===== config.mk =====
export PLATFORM = sky130hd
export DESIGN_NAME = uart_msg_rx
export DESIGN_NICKNAME = d
export VERILOG_FILES = /design/src/rtl/uart_pkg.sv /design/src/rtl/uart_rx_byte.sv /design/src/rtl/uart_msg_rx.sv
export SDC_FILE = /design/constraint.sdc
export NUM_CORES = 1
export LEC_CHECK = 0
export ABC_AREA = 1
export CORE_AREA = 2 2 158 160
export DETAILED_ROUTE_END_ITERATION = 16
export DIE_AREA = 0 0 160 162
export SYNTH_ARGS = -nofsm -noshare
export SYNTH_HDL_FRONTEND = slang
export SYNTH_SLANG_ARGS = --single-unit
export TNS_END_PERCENT = 10

===== constraint.sdc =====
create_clock -name clk -period 3.36 [get_ports clk]
set_clock_uncertainty 0.05 [all_clocks]
set_input_delay 0.672 -clock clk [delete_from_list [all_inputs] [get_ports clk]]
set_output_delay 0.672 -clock clk [all_outputs]
set_load 0.005 [all_outputs]

===== src/rtl/uart_pkg.sv =====
// Shared UART constants and receiver bit-FSM state type, common to sender and receiver.
package uart_pkg;

  typedef enum logic [2:0] {
    ST_IDLE,
    ST_START,
    ST_DATA,
    ST_STOP,
    ST_BREAK
  } rx_state_e;

  localparam int unsigned DEF_CLK_DIV = 2604;
  localparam int unsigned MSG_LEN     = 11;
  localparam logic [MSG_LEN*8-1:0] DEF_MSG = 88'h69206C696B652046504741;

endpackage


===== src/rtl/uart_rx_byte.sv =====
// 8N1 byte receiver: input synchroniser, bit timer and bit FSM.
// The *_c outputs are next-cycle strobes so the message logic can update in step with rx_valid.
module uart_rx_byte
  import uart_pkg::*;
#(
  parameter int unsigned CLK_DIV = DEF_CLK_DIV
) (
  input  logic       clk,
  input  logic       rst,
  input  logic       uart_rx,
  output logic [7:0] rx_byte,
  output logic       rx_valid,
  output logic       frame_err,
  output logic [7:0] byte_c,
  output logic       byte_done_c,
  output logic       frame_err_c
);

  localparam int unsigned TW = $clog2(CLK_DIV);
  localparam logic [TW-1:0] HALF_LD = TW'(CLK_DIV / 2 - 1);
  localparam logic [TW-1:0] BIT_LD  = TW'(CLK_DIV - 1);

  rx_state_e     state_q, state_d;
  logic [TW-1:0] timer_q, timer_d;
  logic [2:0]    bit_q, bit_d;
  logic [7:0]    shift_q, shift_d;
  logic [7:0]    byte_q, byte_d;
  logic          valid_q, valid_d;
  logic          ferr_q, ferr_d;
  logic          sync1_q, sync2_q, prev_q;
  logic          fall_c, expire_c;

  assign fall_c   = prev_q & ~sync2_q;
  assign expire_c = (timer_q == '0);

  always_ff @(posedge clk) begin
    if (rst) begin
      sync1_q <= 1'b1;
      sync2_q <= 1'b1;
      prev_q  <= 1'b1;
      state_q <= ST_IDLE;
      timer_q <= '0;
      bit_q   <= 3'd0;
      shift_q <= 8'd0;
      byte_q  <= 8'd0;
      valid_q <= 1'b0;
      ferr_q  <= 1'b0;
    end else begin
      sync1_q <= uart_rx;
      sync2_q <= sync1_q;
      prev_q  <= sync2_q;
      state_q <= state_d;
      timer_q <= timer_d;
      bit_q   <= bit_d;
      shift_q <= shift_d;
      byte_q  <= byte_d;
      valid_q <= valid_d;
      ferr_q  <= ferr_d;
    end
  end

  // Bit FSM: every timed state counts down and acts on the sample at expiry.
  always_comb begin
    state_d = state_q;
    timer_d = timer_q;
    bit_d   = bit_q;
    shift_d = shift_q;
    byte_d  = byte_q;
    valid_d = 1'b0;
    ferr_d  = 1'b0;
    if ((state_q == ST_START || state_q == ST_DATA || state_q == ST_STOP) && !expire_c) begin
      timer_d = timer_q - TW'(1);
    end
    unique case (state_q)
      ST_IDLE: begin
        if (fall_c) begin
          state_d = ST_START;
          timer_d = HALF_LD;
        end
      end
      ST_START: begin
        if (expire_c) begin
          if (!sync2_q) begin
            state_d = ST_DATA;
            bit_d   = 3'd0;
            timer_d = BIT_LD;
          end else begin
            state_d = ST_IDLE;
          end
        end
      end
      ST_DATA: begin
        if (expire_c) begin
          shift_d = {sync2_q, shift_q[7:1]};
          timer_d = BIT_LD;
          bit_d   = bit_q + 3'd1;
          if (bit_q == 3'd7) state_d = ST_STOP;
        end
      end
      ST_STOP: begin
        if (expire_c) begin
          if (sync2_q) begin
            valid_d = 1'b1;
            byte_d  = shift_q;
            state_d = ST_IDLE;
          end else begin
            ferr_d  = 1'b1;
            state_d = ST_BREAK;
          end
        end
      end
      ST_BREAK: begin
        if (sync2_q) state_d = ST_IDLE;
      end
      default: state_d = ST_IDLE;
    endcase
  end

  assign rx_byte     = byte_q;
  assign rx_valid    = valid_q;
  assign frame_err   = ferr_q;
  assign byte_c      = shift_q;
  assign byte_done_c = valid_d;
  assign frame_err_c = ferr_d;

endmodule


===== src/rtl/uart_msg_rx.sv =====
// UART message receiver: assembles LENGTH bytes (first byte in the MSB) from an 8N1 line.
// Define UART_MSG_MATCH_EN to build the comparator against EXPECT; otherwise msg_match is 0.
module uart_msg_rx
  import uart_pkg::*;
#(
  parameter int unsigned CLK_DIV = DEF_CLK_DIV,
  parameter int unsigned LENGTH  = MSG_LEN,
  parameter logic [LENGTH*8-1:0] EXPECT = DEF_MSG
) (
  input  logic                clk,
  input  logic                rst,
  input  logic                uart_rx,
  input  logic                clear,
  output logic [7:0]          rx_byte,
  output logic                rx_valid,
  output logic                frame_err,
  output logic [LENGTH*8-1:0] msg_data,
  output logic                msg_done,
  output logic                msg_match
);

  localparam int unsigned MW = LENGTH * 8;
  localparam int unsigned CW = (LENGTH > 1) ? $clog2(LENGTH) : 1;

  logic [7:0]    byte_c;
  logic          byte_done_c, frame_err_c;
  logic [CW-1:0] cnt_q, cnt_d, idx_c;
  logic [MW-1:0] msg_q, msg_d;
  logic          done_q, done_d;

  uart_rx_byte #(.CLK_DIV(CLK_DIV)) u_byte (
    .clk         (clk),
    .rst         (rst),
    .uart_rx     (uart_rx),
    .rx_byte     (rx_byte),
    .rx_valid    (rx_valid),
    .frame_err   (frame_err),
    .byte_c      (byte_c),
    .byte_done_c (byte_done_c),
    .frame_err_c (frame_err_c)
  );

  // A clear in the same cycle as a completing byte makes that byte slot 0.
  always_comb begin
    cnt_d  = cnt_q;
    msg_d  = msg_q;
    done_d = 1'b0;
    idx_c  = clear ? '0 : cnt_q;
    if (clear || frame_err_c) cnt_d = '0;
    if (byte_done_c) begin
      for (int unsigned b = 0; b < LENGTH; b++) begin
        if (idx_c == CW'(LENGTH - 1 - b)) msg_d[b*8 +: 8] = byte_c;
      end
      if (idx_c == CW'(LENGTH - 1)) begin
        done_d = 1'b1;
        cnt_d  = '0;
      end else begin
        cnt_d = idx_c + CW'(1);
      end
    end
  end

  always_ff @(posedge clk) begin
    if (rst) begin
      cnt_q  <= '0;
      msg_q  <= '0;
      done_q <= 1'b0;
    end else begin
      cnt_q  <= cnt_d;
      msg_q  <= msg_d;
      done_q <= done_d;
    end
  end

  assign msg_data = msg_q;
  assign msg_done = done_q;

`ifdef UART_MSG_MATCH_EN
  logic match_q, match_d;

  always_comb begin
    match_d = match_q;
    if (clear) match_d = 1'b0;
    if (done_d) match_d = (msg_d == EXPECT);
  end

  always_ff @(posedge clk) begin
    if (rst) match_q <= 1'b0;
    else     match_q <= match_d;
  end

  assign msg_match = match_q;
`else
  logic unused_expect;
  assign unused_expect = ^EXPECT;
  assign msg_match     = 1'b0;
`endif

endmodule


* Yosys cells after proc, flatten, opt, wreduce, memory -nomap -nowiden
Index checks and enable logic that the tools add are counted.
** Word-level totals
- Flip-flop bits (word level) :: 132
- Bits of input ports :: 4
- Word-level logic and storage cells :: 107
** Cells by class
- Add/sub/neg operators :: 3
- Eq/ne operators :: 22
- Multiplexer cells :: 30
- Bitwise logic cells :: 3
- Reductions and logical operators :: 26
** Operators by type and width (count)
- two-way mux 12 bit :: 5
- case mux 12 bit (3 select lines) :: 1
- two-way mux 3 bit :: 10
- AND reduction 2 bit :: 12
- == test 4 x 3 -> 1 bit (second input constant) :: 4
- two-way mux 4 bit :: 4
- case mux 3 bit (5 select lines) :: 1
- == test 4 bit (second input constant) :: 3
- logical NOT 12 bit :: 1
- subtractor 12 x 1 -> 12 bit (second input constant) :: 1
- inequality test 2 x 1 -> 1 bit (second input constant) :: 5
- == test 4 x 2 -> 1 bit (second input constant) :: 2
- two-way mux 1 bit :: 7
- == test 3 x 2 -> 1 bit (second input constant) :: 2
- == test 3 bit (second input constant) :: 2
- case mux 3 bit (2 select lines) :: 1
- AND reduction 6 bit :: 1
- adder 4 x 1 -> 4 bit (second input constant) :: 1
- == test 4 x 1 -> 1 bit (second input constant) :: 1
- logical NOT 4 bit :: 1
- inequality test 2 bit (second input constant) :: 2
- AND reduction 4 bit :: 1
- nonzero test 2 bit :: 2
- adder 3 x 1 -> 3 bit (second input constant) :: 1
- 10 further kinds :: 13

* Logic depth before layout (Yosys ltp)
- Word-level depth :: 8
- Gate-level depth with buffers :: 12
- Mapped depth without buffers :: 12

* Modules after synthesis
From an unflattened synthesis, not the netlist that was laid out.
** Second synthesis, totals
- Cells, all modules :: 717
- Area, all modules :: 5282.6 µm²
** By module, submodules not included
- uart_msg_rx :: instances 1, cells an instance 473, area each 3510.9 µm²
- uart_rx_byte :: instances 1, cells an instance 244, area each 1771.7 µm²

* Worst setup path after synthesis
Ideal clock, no wire load.
- Path kind :: input port to flip-flop
- Start point :: in clear
- End point :: reg msg_q[3], in the netlist msg_data[3]
- Library setup time :: 0.140 ns
- Data arrival time :: 1.652 ns
- Setup slack :: 1.518 ns
- Stages :: 8
- Path buffers :: 0
- Cells stage by stage :: nor2_1 -> nand2_1 -> nor2_1 -> inv_1 -> nor2_2 -> inv_1 -> nand2_1 -> a21oi_1
** On the way
- Longest elaborated chain between the ends :: 3
** Ends and longest elaborated chain
- start, declared :: line uart_msg_rx.sv:13 : input logic clear,
- two-way mux 4 bit :: line uart_msg_rx.sv:48 : idx_c = clear ? '0 : cnt_q;
- == test 4 bit :: line uart_msg_rx.sv:52 : if (idx_c == CW'(LENGTH - 1 - b)) msg_d[b*8 +: 8] = byte_c;
- AND reduction 2 bit (no line)
- end signal, assigned :: line uart_msg_rx.sv:70 : msg_q <= msg_d;
- end, declared :: line uart_msg_rx.sv:28 : logic [MW-1:0] msg_q, msg_d;
Every way passes these cells.
A chain may end at the register's enable or synchronous reset.

* Worst setup path after layout
- Start point :: reg u_byte.timer_q[0]
- End point :: reg msg_q[3], in the netlist msg_data[3]
** On the way
- Longest elaborated chain between the ends :: 4
** Ends and longest elaborated chain
- start, declared :: line uart_rx_byte.sv:24 : logic [TW-1:0] timer_q, timer_d;
- start signal, assigned :: line uart_rx_byte.sv:53 : timer_q <= timer_d;
- logical NOT 12 bit :: line uart_rx_byte.sv:34 : assign expire_c = (timer_q == '0);
- two-way mux 1 bit :: line uart_rx_byte.sv:101 : if (expire_c) begin
- two-way mux 1 bit :: line uart_rx_byte.sv:74 : unique case (state_q)
- AND reduction 2 bit (no line)
Every way passes these cells.

==> qor.yml <==
drt:
  post-route-drc-count: 0
  vias_per_cell: 4.22
  drt_wl_total_um: 16000
  ant_nets: 0
  drtPass1Iterations: 5
  drt_iter0_drc: 262
  vias: 4823
  wire_per_inst_um: 14.0
synth:
  ys_ff_latch: 132
  syn-num-nets: 717
  synth_most_common_cell: "nand2_1"
  syn-instance-count: 709
  synth_area_leaders: "dfxtp_1 (48%), nand2_1 (17%), a21oi_1 (7.2%)"
  ys_top_cells_by_count: "nand2_1 (252), dfxtp_1 (132), a21oi_1 (79), inv_1 (46), nor2_1 (41)"
  yosysTopAreaCell: "dfxtp_1"
  avgSynthCellArea_um2: 7.72
  synth_cell_types: 31
  ys_warn_count: 0
  synth-seq-area-share_pct: 48.3
  netlist.area_leader.share_pct: 48.3
  syn_area_um2: 5470
  synth_edf_count: 0
  async_flop_share_pct: 0
  synth-main-ff-cell: "dfxtp_1"
timing:
  slew_headroom_pct: 38.0
  worst_pin_slew_ns: 0.930
  hold_slack_ns: 0.368
  min_period_ns: 2.43
  hold_violations: 0
  rsz0062_at_grt: "no"
  fin_crit_sh_pct: 72.4
  finalSetupViolCount: 0
  setup-tns-final_ns: 0
  fmax_mhz: 411
  maxSlewViolCount: 0
power_and_ir_drop:
  ir_worst_vdd_uv: 252
  powerDensity_nw_per_um2: 591
  power_mw: 4.36
  p_leak_nw: 2.74
  internal-power_mw: 2.99
  share_comb_of_total_power_pct: 18.5
  clkPwrFrac_pct: 42.4
  p_sw_mw: 1.36
  p_seq_share_pct: 39.2
  p_sw_share_pct: 31.3
floorplanning:
  die_area_um2: 25900
  initial_core_util_pct: 22.7
  rows: 57
  die_w_um: 160
  io_pins: 104
  core-area_um2: 24100
  die_h_um: 162
final_layout:
  finish.utilization_pct: 30.6
  final_cell_count_no_fill: 1143
  area_growth_pct: 34.8
  nFillCells: 2614
  diodes: 0
  nets: 814
  drive_above_1_share_pct: 12.7
clock_network:
  post_cts_buffers: 0
  clk_path_buf_depth: 2
  cts_tree: "built"
  clock-sinks: 132
  htreeDepth: 4
  path_clk_slew_ns: 0.06
  cts_resized: 0
  ctsRootBufferMaster: "clkbuf_16"
  numCtsBuffers: 17
  clk_latency_ns: 0.42
  cts_hold_buf: 0
min_path:
  hold_start: "u_byte.sync1_q"
  hold_path.class: "flop to flop"
global_routing:
  antenna_found_initial: 0
  grt_max_degree: 71
  grt_pass1_vias: 4468
  grt_usage_pct: 12.4
  overflow: 0
  grt_pass1_wl_um: 24800
worst_setup_path:
  r2r-start: "u_byte.timer_q[0]"
  arrival_ns: 2.67
  crit_path_start: "u_byte.timer_q[0]"
  worstSetupPathType: "flop to flop"
  cp-end-kind: "flop"
  required_ns: 3.60
  cp_max_fo: 9
  critPathLaunchType: "flop"
place:
  gp_congestion: 0.824
  dpl.hpwl_um: 10500
  io_buffers: 102
  placedCellCount: 1111
job:
  maxCapViolCount: 0
outcome:
  status: "completed"
## path summary, 6_finish.rpt
check | slack, ns | to | cells after the start
worst min-delay path | 0.37 | u_byte.sync2_q | 1
worst max register to register | 0.93 | msg_data[3] | 9
worst min register to register | 0.37 | u_byte.sync2_q | 1
worst max-delay path | 0.93 | msg_data[3] | 9
## kinds of logic (layout without fill, tap and decap cells)
family          Yosys count  after routing  synth area share, %
buf+inv                  84            194                 6.38
simple gates            344            344                 28.3
fa+ha+maj                 4              4                0.915
xor+xnor                  4              4                0.640
flops                   132            132                 48.3
compound gates          140            140                 15.4
other cells               1              1               0.0685
## power by group through the flow
stage          Clock, mW  Combinational, mW  Sequential [mW]
4_1_cts             1.89              0.800             1.71
3_5_place_dp           0              0.789             1.74
3_3_place_gp           0              0.775             1.74
5_1_grt             1.96              0.920             1.72
6_report            1.84              0.805             1.71
2_1_floorplan          0              0.650             1.72
## layout make-up
type / count / area, µm² / area share (%)
clock inverters: 15 / 155 / 2.10
well taps: 324 / 405 / 5.50
clock buffers: 17 / 425 / 5.77
inverters: 57 / 214 / 2.90
multi-input cells: 493 / 2480 / 33.6
repair buffers: 105 / 1050 / 14.3
flip-flops and latches: 132 / 2640 / 35.8
## metal layers
metal	up-vias	wire [µm]	GRT usage, %
met2	120	7490	19.8
met4	0	152	3.52
li1	2456	-	-
met5	-	0	0
met1	2231	7580	16.4
met3	16	821	3.68
## per-stage QoR
| step | worst slack, ns | area, µm² |
|---|---|---|
| 2_1_floorplan | 1.52 | 5470 |
| 3_3_place_gp | 0.813 | 6800 |
| 3_5_place_dp | 0.720 | 6800 |
| 4_1_cts | 0.894 | 7380 |
| 5_1_grt | 0.715 | 7380 |
| 6_report | 0.926 | 7380 |
## registers in the layout, summed over array words and instances (netlist names), 3 cells and up
signal and flops:
u_byte.bit_q 3, cnt_q 4, u_byte.state_q 3, u_byte.timer_q 12, u_byte.byte_c 8, msg_data 88, u_byte.rx_byte 8
## worst max-delay path, cell delays in order (launching register included)
cell and delay (ns):
dfxtp_1 0.31, inv_1 0.13, ha_1 0.22, nand2_1 0.07, nor2_1 0.18, nand4_2 0.45, nor2_2 0.50, inv_1 0.23
nand2_1 0.11, a21oi_1 0.06
## cell usage in the layout, fill, tap and decap left out, types with 4 or more instances in the layout
master           count
a21oi_1             79
a21oi_2             35
clkbuf_16           17
clkdlybuf4s50_1    101
clkinv_2             4
dfxtp_1            132
ha_1                 4
inv_1               46
inv_2               11
nand2_1            252
nand3_1             21
nand4_1              4
nor2_1              41
nor2_2               5
nor2_8              10
o21ai_0             22
or2_2                4
Note: power is estimated with default switching activity, not from simulation.
